<file path="src/rtl/ksa_pkg.sv">
// ksa_pkg: shared types for the RC4 key-scheduling engine.
// Provides the FSM state enum and the key-byte index width helper.
package ksa_pkg;

  typedef enum logic [3:0] {
    IDLE,
    INIT,
    RD_I,
    CAP_I,
    RD_J,
    CAP_J,
    WR_I,
    WR_J,
    FIN
  } state_t;

  // Width of a counter that indexes n key bytes (at least 1 bit).
  function automatic int kidx_w(input int n);
    return (n <= 1) ? 1 : $clog2(n);
  endfunction

endpackage

</file>
<file path="src/rtl/ksa_key_sel.sv">
// ksa_key_sel: picks byte idx of the latched key, byte 0 = MSB byte.
// Ports: key (KEY_BYTES*8) in, idx (KW) in, kbyte (8) out.
module ksa_key_sel
  import ksa_pkg::*;
#(
  parameter int KEY_BYTES = 3,
  parameter int KW        = kidx_w(KEY_BYTES)
) (
  input  logic [KEY_BYTES*8-1:0] key,
  input  logic [KW-1:0]          idx,
  output logic [7:0]             kbyte
);

  always_comb begin
    kbyte = '0;
    for (int n = 0; n < KEY_BYTES; n++) begin
      if (idx == KW'(n)) kbyte = key[(KEY_BYTES-n)*8-1 -: 8];
    end
  end

endmodule

</file>
<file path="src/rtl/ksa_sched_engine.sv">
// ksa_sched_engine: RC4 init + key-schedule swap over a 1-port S-RAM.
// Ports: clk, reset, start, init_only, key -> busy, done, mem_addr/wdata/wren; mem_rdata in.
module ksa_sched_engine
  import ksa_pkg::*;
#(
  parameter int DATA_W    = 8,
  parameter int ADDR_W    = 8,
  parameter int KEY_BYTES = 3
) (
  input  logic                   clk,
  input  logic                   reset,
  input  logic                   start,
  input  logic                   init_only,
  input  logic [KEY_BYTES*8-1:0] key,
  output logic                   busy,
  output logic                   done,
  output logic [ADDR_W-1:0]      mem_addr,
  output logic [DATA_W-1:0]      mem_wdata,
  output logic                   mem_wren,
  input  logic [DATA_W-1:0]      mem_rdata
);

  localparam int KW = kidx_w(KEY_BYTES);
  localparam logic [ADDR_W-1:0] LAST = '1;
  localparam logic [KW-1:0] K_LAST = KW'(KEY_BYTES - 1);

  state_t                   state;
  logic [ADDR_W-1:0]        i;
  logic [ADDR_W-1:0]        j;
  logic [KW-1:0]            k;
  logic [KEY_BYTES*8-1:0]   key_q;
  logic                     io_q;
  logic [DATA_W-1:0]        si;

  logic [7:0]               kbyte;
  logic [ADDR_W-1:0]        i_nx;
  logic [ADDR_W-1:0]        j_n;
  logic [KW-1:0]            k_nx;

  ksa_key_sel #(
    .KEY_BYTES(KEY_BYTES),
    .KW       (KW)
  ) u_key_sel (
    .key  (key_q),
    .idx  (k),
    .kbyte(kbyte)
  );

  assign i_nx = i + ADDR_W'(1);
  // k tracks i mod KEY_BYTES without a divider
  assign k_nx = (k == K_LAST) ? '0 : k + KW'(1);
  // j update wraps naturally in ADDR_W bits
  assign j_n  = j + ADDR_W'(mem_rdata) + ADDR_W'(kbyte);

  // Outputs are registered: each branch sets them for the next state.
  always_ff @(posedge clk) begin
    if (reset) begin
      state     <= IDLE;
      i         <= '0;
      j         <= '0;
      k         <= '0;
      key_q     <= '0;
      io_q      <= 1'b0;
      si        <= '0;
      busy      <= 1'b0;
      done      <= 1'b0;
      mem_addr  <= '0;
      mem_wdata <= '0;
      mem_wren  <= 1'b0;
    end else begin
      done <= 1'b0;
      unique case (state)
        IDLE: begin
          if (start) begin
            key_q     <= key;
            io_q      <= init_only;
            i         <= '0;
            j         <= '0;
            k         <= '0;
            busy      <= 1'b1;
            mem_addr  <= '0;
            mem_wdata <= '0;
            mem_wren  <= 1'b1;
            state     <= INIT;
          end
        end
        INIT: begin
          if (i == LAST) begin
            i        <= '0;
            k        <= '0;
            mem_addr <= '0;
            mem_wren <= 1'b0;
            if (io_q) begin
              busy  <= 1'b0;
              done  <= 1'b1;
              state <= FIN;
            end else begin
              state <= RD_I;
            end
          end else begin
            i         <= i_nx;
            k         <= k_nx;
            mem_addr  <= i_nx;
            mem_wdata <= DATA_W'(i_nx);
          end
        end
        RD_I: state <= CAP_I;
        CAP_I: begin
          si       <= mem_rdata;
          j        <= j_n;
          mem_addr <= j_n;
          state    <= RD_J;
        end
        RD_J: state <= CAP_J;
        CAP_J: begin
          // S[j] goes straight to the S[i] write
          mem_addr  <= i;
          mem_wdata <= mem_rdata;
          mem_wren  <= 1'b1;
          state     <= WR_I;
        end
        WR_I: begin
          mem_addr  <= j;
          mem_wdata <= si;
          state     <= WR_J;
        end
        WR_J: begin
          mem_wren <= 1'b0;
          if (i == LAST) begin
            i     <= '0;
            k     <= '0;
            busy  <= 1'b0;
            done  <= 1'b1;
            state <= FIN;
          end else begin
            i        <= i_nx;
            k        <= k_nx;
            mem_addr <= i_nx;
            state    <= RD_I;
          end
        end
        FIN:     state <= IDLE;
        default: state <= IDLE;
      endcase
    end
  end

endmodule
</file>
<file path="config.mk">
export PLATFORM = sky130hd
export DESIGN_NAME = ksa_sched_engine
export DESIGN_NICKNAME = d
export VERILOG_FILES = /design/src/rtl/ksa_pkg.sv /design/src/rtl/ksa_key_sel.sv /design/src/rtl/ksa_sched_engine.sv
export SDC_FILE = /design/constraint.sdc
export NUM_CORES = 1
export LEC_CHECK = 0
export ABC_AREA = 0
export BUFFER_PORTS_ARGS = -buffer_cell sky130_fd_sc_hd__buf_4
export CAP_MARGIN = 40
export CORE_ASPECT_RATIO = 1.4
export CORE_UTILIZATION = 62
export CTS_CLUSTER_SIZE = 28
export DETAILED_ROUTE_END_ITERATION = 8
export PLACE_DENSITY = 0.94
export SETUP_SLACK_MARGIN = 0.02
export SYNTH_ARGS = -nofsm -noshare
export SYNTH_HDL_FRONTEND = slang
export SYNTH_HIERARCHICAL = 1
export SYNTH_SLANG_ARGS = --single-unit
</file>
<file path="constraint.sdc">
create_clock -name clk -period 6.99 [get_ports clk]
set_input_delay 0.3495 -clock clk [delete_from_list [all_inputs] [get_ports clk]]
set_output_delay 0.3495 -clock clk [all_outputs]
set_load 0.01 [all_outputs]
</file>
# After elaboration in Yosys (flattened, before gate mapping)
# Cells that the tools add are included.
# totals
regBits	74
latch_bits	0
ram_bits	0
rom_bits	0
in_bits	36
out_inout_bits	19
word_cells	78
memories	0
# op_classes
addsub	4
multipliers	0
div_mod_pow	0
order_cmp	0
n_eq_ne	16
shift	0
muxes	29
bitwise	0
reduce_logical	17
# ops
operator	n
$mux W8	6
$pmux W8 S6	1
$pmux W4 S8	1
$pmux W8 S2	2
$pmux W8 S4	1
$add A8 B8 Y8	2
$eq A4 B3 Y1 const B	4
$mux W4	4
$ne A2 B2 Y1 const B	6
$reduce_and A3 Y1	3
$add A8 B1 Y8 const B	1
$eq A4 B2 Y1 const B	2
$eq A8 B8 Y1 const B	1
$reduce_and A2 Y1	4
$reduce_bool A4 Y1	2
$mux W1	7
$mux W2	3
$reduce_bool A6 Y1	1
$reduce_and A5 Y1	1
$eq A4 B1 Y1 const B	1
$logic_not A4 Y1	1
$pmux W1 S4	1
$pmux W2 S2	1
$reduce_bool A2 Y1	2
other kinds (8)	8

# Depth between registers and ports, before layout
# depth
word_depth	6
mapped_depth	14
depth_no_buf	12

# By module
# Netlist, hierarchy kept.
# by_module_without_submodules
mod	n_inst	cells_per_inst	area_per_inst_um2
ksa_sched_engine	1	450	3718.6
ksa_key_sel	1	20	197.7

# Least setup slack after synthesis
# No wires, ideal clock.
# synth_timing
path_kind	register -> register
start	register k[1]
end	register mem_addr[7]
setup_ns	0.091
arrival_time_ns	3.040
required_time_ns	6.899
path_slack_ns	3.859
stages_incl_launch_ff	15
path_buffers	2
synth_period_minus_slack_ns	3.131
cell_sequence	dfxtp_1 buf_6 nor2b_4 buf_6 o2bb2ai_1 inv_1 fa_1 inv_1 ha_1 fa_1 a211oi_1 o21bai_1 a2111o_1 o21a_1 a311oi_1
# synth_between
elab_chain_cells	6
word_cells_on_any_way	8
cone_classes	1 x add/sub; 2 x eq/ne; 4 x mux; 1 x reduce/logical
# synth_rtl
item	line_no	text
start: declaration	ksa_sched_engine.sv:30	logic [KW-1:0] k;
start signal: assignment	ksa_sched_engine.sv:102	k <= k_nx;
start signal: assignment	ksa_sched_engine.sv:137	k <= k_nx;
$logic_not A2 Y1	ksa_key_sel.sv:17	if (idx == KW'(n)) kbyte = key[(KEY_BYTES-n)*8-1 -: 8];
$mux W8 (2 in series)	ksa_key_sel.sv:17	
$mux W8 (*)	ksa_key_sel.sv:17	
net kbyte[1]	ksa_sched_engine.sv:35	logic [7:0] kbyte;
$add A8 B8 Y8 (*)	ksa_sched_engine.sv:53	assign j_n = j + ADDR_W'(mem_rdata) + ADDR_W'(kbyte);
$pmux W8 S6 (*)	ksa_sched_engine.sv:72	unique case (state)
end signal: assignment	ksa_sched_engine.sv:103	mem_addr <= i_nx;
end signal: assignment	ksa_sched_engine.sv:111	mem_addr <= j_n;
end signal: assignment	ksa_sched_engine.sv:117	mem_addr <= i;
end: declaration	ksa_sched_engine.sv:17	output logic [ADDR_W-1:0] mem_addr,
# The timed path passes the listed nets; every way through them passes the cells marked *.
# A chain may end at the register's enable or synchronous reset.

# Worst setup path after layout
# layout_timing
start	register k[0]
end	register mem_addr[7]
# The elaborated chain is that of the path after synthesis.

==> reports/qor.yml <==
status: "completed"
fp-row-count: 33
crit_path_start: "k[0]$_SDFFE_PP0P_"
start_kind: "flop"
die-width_um: 69.2
synth_edf_count: 0
critical-path-slowest-cell: "dfxtp_1"
vias: 3675
drcViolationCount: 0
crit_path_max_incr_delay_ps: 710
grt.total_usage_pct: 31.6
total_power_uw: 1050
antenna_cells: 0
powerDensity_nw_per_um2: 236
syn-num-nets: 521
path_buf_inv: 2
antenna_found_initial: 0
yosysWarningCount: 6
synth_area_leaders: "dfxtp_1 (38%), a21oi_1 (9.2%), nand2_1 (9.0%), fa_1 (4.1%), a22oi_1 (2.7%)"
portBuffers: 54
layout_min_cycle_time_ps: 3540
firstDrtPassIters: 6
grt_setup_unrepaired: "false"
overflow: 0
drt_iter0_markers: 388
ctsHtreeMaxLevel: 3
rr_worst_depth: 12
cts-buffers-inserted: 9
grtUsageMet3_pct: 5.24
yosys_register_bits: 74
cap_violations: 0
fmax_mhz: 282
r2r_slack_ps: 3450
async_flop_share_pct: 0
coreArea_um2: 5990
drv_slew: 0
fin_nets: 558
hold_buffers: 0
crit_fanout: 12
path_clk_slew_ps: 80
syn-instance-count: 470
cts_tree: "yes"
initial_core_util_pct: 65.4
finalWorstSetupSlack_ps: 3450
setup.worst_path.end: "mem_addr[7]$_SDFFE_PP0P_"
cp.arrival_ps: 3800
setup_viol: 0
cts_setup_buffers: 0
path_delay_family: "compound AO/OA/AOI/OAI gates"
root_buffer: "clkbuf_8"
ant_nets: 0
gr-usage-met1_pct: 36.1
leakagePower_uw: 0.00171
wirelength_um: 10100
busiest_layer: "met2"
grt.met2_usage_pct: 55.8
cp.depth: 12
cts_sinks: 74
synth_top_area_share_pct: 37.8
wl_per_cell_um: 17.4
hp-class: "input pin to flop"
r2r-end: "mem_addr[7]$_SDFFE_PP0P_"
peakVddDrop_uv: 183
pin_count: 55
place_congestion: 0.925
dp_hpwl_um: 7160
grt_pass1_vias: 3517
hold_viol: 0
syn_area_per_cell_um2: 8.33
post-place-ws_ps: 3480
setup_tns_ps: 0
grt_pass1_wl_um: 16500
insertion_delay_ps: 350
fin_skew_ps: 9.27
tightest_slew_ps: 755
crit_chain: "mux2i_1, o2bb2ai_1, inv_1, fa_1, inv_1, ha_1, fa_1, a211oi_1, o21bai_1, a2111o_1, o21a_1, a311oi_1"
cts_resized: 0
clk_path_buf_depth: 2
required_ps: 7240
path_class: "flop to flop"
syn_to_final_growth_pct: 14.2
syn_area_um2: 3920
dieHeight_um: 96.0
ys_seq_area_share_pct: 37.8
r2r-start: "k[0]$_SDFFE_PP0P_"
end_kind: "flop"
grt_max_degree: 74
synth.distinct_cells: 57
synth-main-ff-cell: "dfxtp_1"
dieArea_um2: 6640
synth.largest_area_cell: "dfxtp_1"
post-route-period-util_pct: 50.7
via_per_inst: 6.31
layout-drive-gt1-share_pct: 18.0
max_slew_margin_pct: 49.6
area by class of cell:
type                    count  area (um^2)
multi-input cells         352         2200
fillers                   433         1510
flip-flops and latches     74         1480
repair buffers             59          450
clock buffers              11          131
well taps                  70         87.6
clock inverters             5         78.8
inverters                  11         41.3
worst min path at each step:
| stage | slack [ps] | cells past startpoint | endpoint | start |
|---|---|---|---|---|
| floorplan | 440 | 2 | key_q[16]$_SDFFE_PP0P_ | key_q[16]$_SDFFE_PP0P_ |
| global placement | 440 | 2 | si[0]$_SDFFE_PP0P_ | si[0]$_SDFFE_PP0P_ |
| detailed placement | 450 | 2 | si[0]$_SDFFE_PP0P_ | si[0]$_SDFFE_PP0P_ |
| CTS | 230 | 3 | key_q[10]$_SDFFE_PP0P_ | key[10] |
| global route | 230 | 3 | key_q[11]$_SDFFE_PP0P_ | key[11] |
| finish | 240 | 3 | key_q[0]$_SDFFE_PP0P_ | key[0] |
cell usage in the layout, fill, tap and decap left out, types with 7 or more instances in the layout:
cell type,count
buf_4,58
nand2_1,94
mux2i_1,9
inv_1,11
o21ai_0,11
fa_1,8
nor3_1,7
xor2_1,7
nand3_1,14
dfxtp_1,74
a22oi_1,14
a222oi_1,7
o2bb2ai_1,8
a21oi_1,72
nor2_1,25
clkbuf_8,9
ha_1,7
stage by stage:
step	util, %	cell area [um^2]	instances	hold slack [ps]
after detailed placement	71.2	4260	566	447
final	74.7	4470	582	239
after CTS	74.7	4470	582	226
after global routing	74.7	4470	582	228
after floorplan	-	3920	470	436
after global placement	71.0	4250	565	441
cell usage after synthesis, types with 3 or more instances:
cell	n
buf_2	7
xor2_1	7
inv_1	11
a311oi_1	3
nand2_1	94
ha_1	7
nor3_1	7
nor2_1	25
dfxtp_1	74
clkbuf_8	3
or2_2	4
a222oi_1	7
nand3_1	14
buf_6	4
o21ai_0	11
fa_1	8
xnor2_1	6
a21o_1	3
a21oi_1	72
o2bb2ai_1	8
mux2i_1	9
nor2b_1	4
clkbuf_1	17
a211oi_1	4
nand3b_1	5
o21a_1	3
a22oi_1	14
routing by layer:
metal  vias up  wire length, um
li1       1736                -
met1      1721             3900
met2       179             5160
met3        39              623
met4         0              461
met5         -                0
sequential cells by signal, indices dropped and copies added, names as in the netlist:
name and count:
j 8, i 8, state 4, mem_wdata 8, si 8, mem_wren 1, mem_addr 8, busy 1
key_q 24, done 1, k 2, io_q 1
where the power goes:
part           switching (uW)  total (uW)  internal (uW)
clock                     158         359            201
sequential               27.5         474            447
combinational             130         221           91.4
total                     316        1050            739
worst register-to-register path: stages, from the launching register on:
cell and delay (ps):
dfxtp_1 710, mux2i_1 170, o2bb2ai_1 170, inv_1 70, fa_1 480, inv_1 40, ha_1 230, fa_1 440
a211oi_1 260, o21bai_1 140, a2111o_1 420, o21a_1 130, a311oi_1 210
kinds of logic (layout without fill, tap and decap cells):
kind of cell / Yosys count / count (layout) / share of synthesized area [%]
AO/OA/AOI/OAI: 143 / 143 / 23.8
XOR/XNOR: 13 / 13 / 2.91
adder cells (fa/ha/maj): 15 / 15 / 6.33
buffers and inverters: 44 / 86 / 6.07
flip-flops: 74 / 74 / 37.8
multiplexers: 9 / 9 / 2.30
AND/OR/NAND/NOR: 172 / 172 / 20.8
Note: power is estimated with default switching activity, not from simulation.
